$ cat config.mk
export PLATFORM = sky130hd
export DESIGN_NAME = trace_field_extractor
export DESIGN_NICKNAME = d
export VERILOG_FILES = /design/src/rtl/trace_pkg.sv /design/src/rtl/trace_digit_decode.sv /design/src/rtl/trace_field_extractor.sv
export SDC_FILE = /design/constraint.sdc
export NUM_CORES = 1
export LEC_CHECK = 0
export ABC_CLOCK_PERIOD_IN_PS = 3900
export CORE_MARGIN = 5
export CORE_UTILIZATION = 50
export DETAILED_ROUTE_END_ITERATION = 7
export GPL_ROUTABILITY_DRIVEN = 0
export PLACE_DENSITY = 0.74
export SLEW_MARGIN = 20
export SYNTH_ARGS = -nofsm -noshare
export SYNTH_HDL_FRONTEND = slang
export SYNTH_SLANG_ARGS = --single-unit
$ cat constraint.sdc
create_clock -name clk -period 3.9 [get_ports clk]
set_input_delay 0.78 -clock clk [delete_from_list [all_inputs] [get_ports clk]]
set_output_delay 0.78 -clock clk [all_outputs]
set_load 0.01 [all_outputs]
$ cat src/rtl/trace_pkg.sv
// trace_pkg: delimiters, field FSM states, kind codes and range limits for trace_field_extractor
package trace_pkg;
   localparam logic [7:0] C_CARET  = 8'h5e;
   localparam logic [7:0] C_AT     = 8'h40;
   localparam logic [7:0] C_DOLLAR = 8'h24;
   localparam logic [7:0] C_STAR   = 8'h2a;
   localparam logic [7:0] C_EQ     = 8'h3d;
   localparam logic [7:0] C_HASH   = 8'h23;
   typedef enum logic [2:0] {S_IDLE, S_TIME, S_PC, S_GRF, S_ADDR, S_DATA} state_t;
   localparam logic [1:0] K_NONE = 2'b00;
   localparam logic [1:0] K_REG  = 2'b01;
   localparam logic [1:0] K_MEM  = 2'b10;
   localparam logic [31:0] PC_MIN   = 32'h0000_3000;
   localparam logic [31:0] PC_MAX   = 32'h0000_6ffc;
   localparam logic [31:0] ADDR_MAX = 32'h0000_2ffc;
   localparam logic [15:0] GRF_MAX  = 16'd31;
endpackage

$ cat src/rtl/trace_digit_decode.sv
// trace_digit_decode: classifies an ASCII char as decimal/lowercase-hex digit and yields its value
module trace_digit_decode
   import trace_pkg::*;
(
   input  logic [7:0] char,
   output logic       is_dec,
   output logic       is_hex,
   output logic [3:0] value
);
   always_comb begin
      is_dec = char >= 8'h30 && char <= 8'h39;
      is_hex = is_dec || (char >= 8'h61 && char <= 8'h66);
      value  = is_dec ? char[3:0] : 4'(char[3:0] + 4'd9);
   end
endmodule

$ cat src/rtl/trace_field_extractor.sv
// trace_field_extractor: parses a cpu trace char stream into fields, committing on cpu_checker verdict
// Define TRACE_RANGE_CHECK_EN to compute pc/grf/addr range flags on err; otherwise err is 00.
module trace_field_extractor
   import trace_pkg::*;
(
   input  logic        clk,
   input  logic        reset,
   input  logic [7:0]  char,
   input  logic [1:0]  format_type,
   output logic        valid,
   output logic [1:0]  kind,
   output logic [15:0] time_val,
   output logic [31:0] pc,
   output logic [15:0] grf,
   output logic [31:0] addr,
   output logic [31:0] data,
   output logic [1:0]  err,
   output logic [15:0] line_count
);
   state_t      state;
   logic [15:0] t_sh, grf_sh;
   logic [31:0] pc_sh, addr_sh, data_sh;
   logic        is_dec, is_hex, commit;
   logic [3:0]  d;
   logic [1:0]  err_n;
   trace_digit_decode u_dec (.char(char), .is_dec(is_dec), .is_hex(is_hex), .value(d));
   assign commit = format_type == K_REG || format_type == K_MEM;
`ifdef TRACE_RANGE_CHECK_EN
   always_comb begin
      err_n[0] = pc_sh[1:0] != 2'b00 || pc_sh < PC_MIN || pc_sh > PC_MAX;
      err_n[1] = (format_type == K_REG && grf_sh > GRF_MAX) ||
                 (format_type == K_MEM && (addr_sh[1:0] != 2'b00 || addr_sh > ADDR_MAX));
   end
`else
   assign err_n = 2'b00;
`endif
   // commit reads the shadows before this edge's char update, so a coincident '^' clears afterwards
   always_ff @(posedge clk) begin
      if (reset) begin
         state      <= S_IDLE;
         {t_sh, grf_sh, pc_sh, addr_sh, data_sh} <= '0;
         valid      <= 1'b0;
         kind       <= K_NONE;
         time_val   <= '0;
         pc         <= '0;
         grf        <= '0;
         addr       <= '0;
         data       <= '0;
         err        <= 2'b00;
         line_count <= '0;
      end else begin
         valid <= commit;
         if (commit) begin
            kind       <= format_type;
            time_val   <= t_sh;
            pc         <= pc_sh;
            grf        <= format_type == K_MEM ? '0 : grf_sh;
            addr       <= format_type == K_REG ? '0 : addr_sh;
            data       <= data_sh;
            err        <= err_n;
            line_count <= line_count + {15'b0, line_count != 16'hffff};
         end
         if (char == C_CARET) begin
            state <= S_TIME;
            {t_sh, grf_sh, pc_sh, addr_sh, data_sh} <= '0;
         end
         else if (char == C_AT) state <= S_PC;
         else if (char == C_DOLLAR) state <= S_GRF;
         else if (char == C_STAR) state <= S_ADDR;
         else if (char == C_EQ) state <= S_DATA;
         else if (char == C_HASH) state <= S_IDLE;
         else if (is_dec && state == S_TIME) t_sh <= t_sh * 16'd10 + {12'b0, d};
         else if (is_dec && state == S_GRF) grf_sh <= grf_sh * 16'd10 + {12'b0, d};
         else if (is_hex && state == S_PC) pc_sh <= {pc_sh[27:0], d};
         else if (is_hex && state == S_ADDR) addr_sh <= {addr_sh[27:0], d};
         else if (is_hex && state == S_DATA) data_sh <= {data_sh[27:0], d};
      end
   end
endmodule
# Word level (Yosys, flattened, before mapping)
# Index checks and enable logic that the tools add are counted.
# word_totals
wordCells	77
inputBits	12
output_inout_bits	149
ff_bits	278
# op_classes
order_cmp	4
n_reduce_logical	19
mul	2
n_eq_ne	14
n_bitwise	9
mux	9
add_sub_neg	4
# op_table
cell	n
$add 16x4->16	2
$eq 8x6->1 const B	4
$mul 16x3->15 const B	2
$mux 32	1
$add 16x1->16	1
$eq 8x7->1 const B	2
$mux 16	1
$ne 16x16->1 const B	1
$reduce_and 10->1	1
$mux 3	3
$not 1->1	9
$reduce_and 9->1	1
$ge 8x6->1 const B	1
$ge 8x7->1 const B	1
$le 8x6->1 const B	1
$le 8x7->1 const B	1
$reduce_and 8->1	1
$logic_and 1x1->1	7
$reduce_and 7->1	1
$eq 3x2->1 const B	2
$eq 3x3->1 const B	2
$reduce_and 6->1	1
$reduce_bool 6->1	1
$reduce_bool 5->1	1
11 further kinds	13

# Depth between registers and ports, before layout
# Gate-level depths: netlist (run 1).
# logic_depth
word_depth	7
ltp_mapped	14
mapped_depth_nobuf	14

# By module
# From an unflattened synthesis (run 1), not the netlist that was laid out.
# hier_totals
cells_unflattened	1215
hier_area_um2	11886.4
# modules_own_cells
module	seq_area_each_um2	cells_per_inst	area_per_inst_um2	instances
trace_field_extractor	5565.3	1190	11657.4	1
trace_digit_decode	0.0	25	229.0	1

# Least setup slack after synthesis (run 1)
# OpenSTA, ideal clock, no wires.
# synth_timing
path_type	input port to flip-flop
start	input char[1]
end	register t_sh[15]
t_required_ns	3.830
setup_time_ns	0.070
n_path_buf	0
arrival_ns	3.579
setup_slack_ns	0.251
stages	12
cell_sequence	inv_1 > ha_1 > o21bai_1 > a21oi_1 > mux2_2 > ha_1 > fa_1 > maj3_1 > and2_1 > nand4b_1 > xnor3_1 > a21oi_1
# synth_between
elab_chain_len	4
word_cells_on_any_way	20
classes_between	add/sub: 2; order compare: 2; eq/ne: 6; mux: 1; bitwise: 5; reduce/logical: 4
# synth_lines
item	line_no	source
start, declared	trace_field_extractor.sv:8	input logic [7:0] char,
$ge 8x6->1 or $le 8x6->1 (tied branches)	trace_digit_decode.sv:11	is_dec = char >= 8'h30 && char <= 8'h39;
$logic_and 1x1->1	trace_digit_decode.sv:11	
$mux 4 (*)	trace_digit_decode.sv:13	value = is_dec ? char[3:0] : 4'(char[3:0] + 4'd9);
via d[1]	trace_field_extractor.sv:24	logic [3:0] d;
$add 16x4->16 (*)	trace_field_extractor.sv:72	else if (is_dec && state == S_TIME) t_sh <= t_sh * 16'd10 + {12'b0, d};
end signal, assigned	trace_field_extractor.sv:72	
end, declared	trace_field_extractor.sv:21	logic [15:0] t_sh, grf_sh;
# The timed path passes the listed nets; every way through them passes the cells marked *.
# A chain may end at the register's enable or synchronous reset.

# Worst setup path in the final report (run 1)
# layout_timing
start	input char[0]
end	register t_sh[15]
# Same word-level chain as after synthesis.

==> flow_metrics.py, run 1 <==
metrics = {
    "route": {
        "vias_per_cell": 5.30,
        "ant_nets": 0,
        "wl_um": 27300,
        "avgRoutedWirePerCell_um": 15.6,
        "drtIter0Drc": 569,
        "vias": 9244,
        "first_pass_iters": 7,
        "drcViolationCount": 0,
    },
    "synthesis": {
        "synthTopCellsByArea": "dfxtp_1, mux2i_1, nor2_1",
        "async_reset_ff_frac": 0,
        "syn_area_mm2": 0.0120,
        "synth_cells": 1246,
        "synth_edf_count": 0,
        "synth_top_cell_by_area": "dfxtp_1",
        "yosys_warnings": 0,
        "ys_seq_elements": 278,
        "syn-mean-instance-area_um2": 9.62,
        "synth.distinct_cells": 75,
        "ys_seq_area_frac": 0.464,
        "netlist.area_leader.share": 0.464,
        "synth_ff_type": "dfxtp_1",
    },
    "clocking": {
        "cts_tree": "yes",
        "cts_buffers": 30,
        "cts.sinks": 278,
        "cts_hold_buffers": 0,
        "cts-htree-levels": 1,
        "cts_root_buffer": "clkbuf_16",
        "clock_path_buffers": 3,
        "clk_latency_ps": 550,
        "cts_resized": 0,
        "postCtsSetupRepairBufs": 0,
        "clkTransAtPathRegs_ps": 60,
    },
    "worst_setup_path": {
        "path_max_fanout": 5,
        "cp.required_ps": 4370,
        "r2r_slack_ps": 530,
        "rr_endpoint": "grf_sh[14]$_SDFFE_PP0P_",
        "crit_buf_inv": 4,
        "crit_chain": "clkdlybuf4s50_1 > inv_1 > ha_1 > o21bai_1 > a21oi_1 > buf_4 > nor2_1 > xnor2_1 > inv_1 > fa_1 > maj3_1 > and2_1 > nand4b_1 > xnor3_1 > a21oi_1",
        "cp_slowest_cell": "clkdlybuf4s50_1",
        "crit_arrival_ps": 4000,
        "crit_family": "adder cells",
        "reg2reg_depth": 11,
        "critical_path_class": "in -> reg",
        "critPathLaunchType": "input port",
        "max_stage_delay_ps": 510,
        "cp-end-kind": "flop",
        "r2r_start": "grf_sh[3]$_SDFFE_PP0P_",
    },
    "power": {
        "p_leak_nw": 6.55,
        "power_mw": 5.95,
        "ir_worst_vdd_uv": 326,
        "p_per_area_mw_per_mm2": 395,
    },
    "grt": {
        "antenna_found_initial": 0,
        "grt_pass1_wl_um": 44700,
        "gr-total-overflow": 0,
        "grt_usage": 0.196,
        "grt_start_max_net_pins": 74,
        "grt_pass1_vias": 8939,
    },
    "timing": {
        "whs_ps": 465,
        "period_needed_ps": 3520,
        "drv_slew": 0,
        "clock_skew_ps": 8.39,
        "tightest_slew_ps": 784,
        "setup_viol_count_final": 0,
        "layout_setup_ws_ps": 379,
        "timing.fmax_mhz": 284,
        "finalHoldViolCount": 0,
        "slew_headroom": 0.477,
        "fin_crit_sh": 0.903,
        "rsz0062_at_grt": "false",
    },
    "placement": {
        "port_buffers": 158,
        "dp_slack_ps": -164,
        "dp.cells": 1690,
        "dp_hpwl_um": 18600,
    },
    "layout": {
        "final_cell_mix": "dfxtp_1, nor2_1, clkdlybuf4s50_1, mux2i_1, nand2_1",
        "syn_to_final_growth_pct": 25.5,
        "diodes": 0,
        "finalCoreUtilization": 0.639,
        "drive_gt1_frac": 0.0779,
        "nNetsFinal": 1479,
        "final_common_cell": "dfxtp_1",
        "stdcell_count": 1744,
    },
    "die": {
        "initial_core_util": 0.509,
        "ioPinCount": 161,
        "die_w_um": 165,
        "core.rowCount": 56,
        "die_h_um": 165,
        "core_region_area_mm2": 0.0235,
        "die-area_mm2": 0.0272,
    },
    "run_status": {
        "outcome": "finished clean",
    },
    "worst_hold_path": {
        "hold_end": "data_sh[30]$_SDFFE_PP0P_",
        "min_path_cells": 2,
        "min_from": "data_sh[30]$_SDFFE_PP0P_",
        "hold_path.class": "reg -> reg",
    },
    "job": {
        "drv_cap": 0,
    },
}
## cell families (layout without fill, tap and decap cells)
family	Yosys count	after routing	share of synthesized area
AO/OA/AOI/OAI	204	204	0.116
AND/OR/NAND/NOR	406	406	0.153
XOR/XNOR	52	52	0.0398
buffers and inverters	89	267	0.0302
flip-flops	278	278	0.464
multiplexers	149	149	0.124
other	1	2	0.000313
adder cells (fa/ha/maj)	67	67	0.0722
## cell usage after synthesis (3+ instances only)
cell,count
a211oi_1,18
a21o_1,9
a21oi_1,71
a22o_1,48
and2_1,3
and3_1,10
buf_1,8
buf_2,10
clkbuf_1,49
dfxtp_1,278
fa_1,4
ha_1,59
inv_1,19
mux2i_1,148
nand2_1,110
nand2b_1,4
nand3_1,15
nand4_1,4
nand4b_1,3
nor2_1,198
nor2b_1,12
nor3_1,13
o21ai_0,22
o21ai_1,8
o21bai_1,4
or2_2,3
or3_1,9
xnor2_1,24
xor2_1,26
## worst max-delay path by stage
stage / from / endpoint / slack [ps] / depth (start not counted)
6_report: char[0] / t_sh[15]$_SDFFE_PP0P_ / 380 / 15
3_3_place_gp: char[0] / grf_sh[6]$_SDFFE_PP0P_ / -70 / 17
5_1_grt: char[0] / t_sh[15]$_SDFFE_PP0P_ / 120 / 15
3_5_place_dp: char[0] / t_sh[15]$_SDFFE_PP0P_ / -160 / 15
2_1_floorplan: char[1] / t_sh[15]$_SDFFE_PP0P_ / 250 / 12
4_1_cts: char[0] / t_sh[15]$_SDFFE_PP0P_ / 410 / 15
## cell type report
| class | instances | area, um^2 |
|---|---|---|
| fillers | 1954 | 8490 |
| well taps | 319 | 399 |
| flip-flops and latches | 278 | 5570 |
| clock inverters | 12 | 158 |
| repair buffers | 195 | 1920 |
| inverters | 19 | 71.3 |
| clock buffers | 41 | 842 |
| multi-input cells | 880 | 6100 |
## per-stage QoR
step | setup TNS (ps) | instance area (um^2)
floorplan | 0 | 12000
global placement | -187 | 14000
detailed placement | -1290 | 14000
CTS | 0 | 15000
global route | 0 | 15100
finish | 0 | 15100
## worst reg2reg max path, stage by stage (launching register included)
cell and delay [ps]:
dfxtp_1 460, ha_1 290, ha_1 230, fa_1 420
a21o_1 220, a21boi_1 240, o21bai_1 130, xnor2_1 210
a2111oi_2 550, nand4_1 180, xnor2_1 160, a211oi_1 210
## per-layer routing
| metal | track usage | vias to the layer above | share of wire |
|---|---|---|---|
| met1 | 0.270 | 4358 | 0.47 |
| met5 | 0 | - | 0 |
| met2 | 0.327 | 210 | 0.46 |
| met4 | 0.0507 | 0 | 0.022 |
| li1 | - | 4637 | - |
| met3 | 0.0265 | 39 | 0.048 |
## power breakdown
| group | internal [mW] | switching, mW |
|---|---|---|
| registers | 2.85 | 0.00571 |
| logic | 0.108 | 0.167 |
| clock network | 1.70 | 1.12 |
| total | 4.66 | 1.29 |
## flip-flops by register name (all words and copies together), names as in the netlist
name	flops
pc	32
addr_sh	32
t_sh	16
addr	32
valid	1
kind	2
state	3
grf_sh	16
data_sh	32
line_count	16
data	32
pc_sh	32
time_val	16
grf	16
No activity file was read; power rests on OpenSTA's default activity.
==> run 2: changes to the inputs <==
--- a/config.mk
+++ b/config.mk
@@ -8,6 +8,7 @@
 export ABC_CLOCK_PERIOD_IN_PS = 3900
 export CORE_MARGIN = 5
 export CORE_UTILIZATION = 50
+export CTS_CLUSTER_SIZE = 16
 export DETAILED_ROUTE_END_ITERATION = 7
 export GPL_ROUTABILITY_DRIVEN = 0
 export PLACE_DENSITY = 0.74
==> results of run 2 <==
Same layout as run 1: the final DEF is identical, and so are final timing and power.
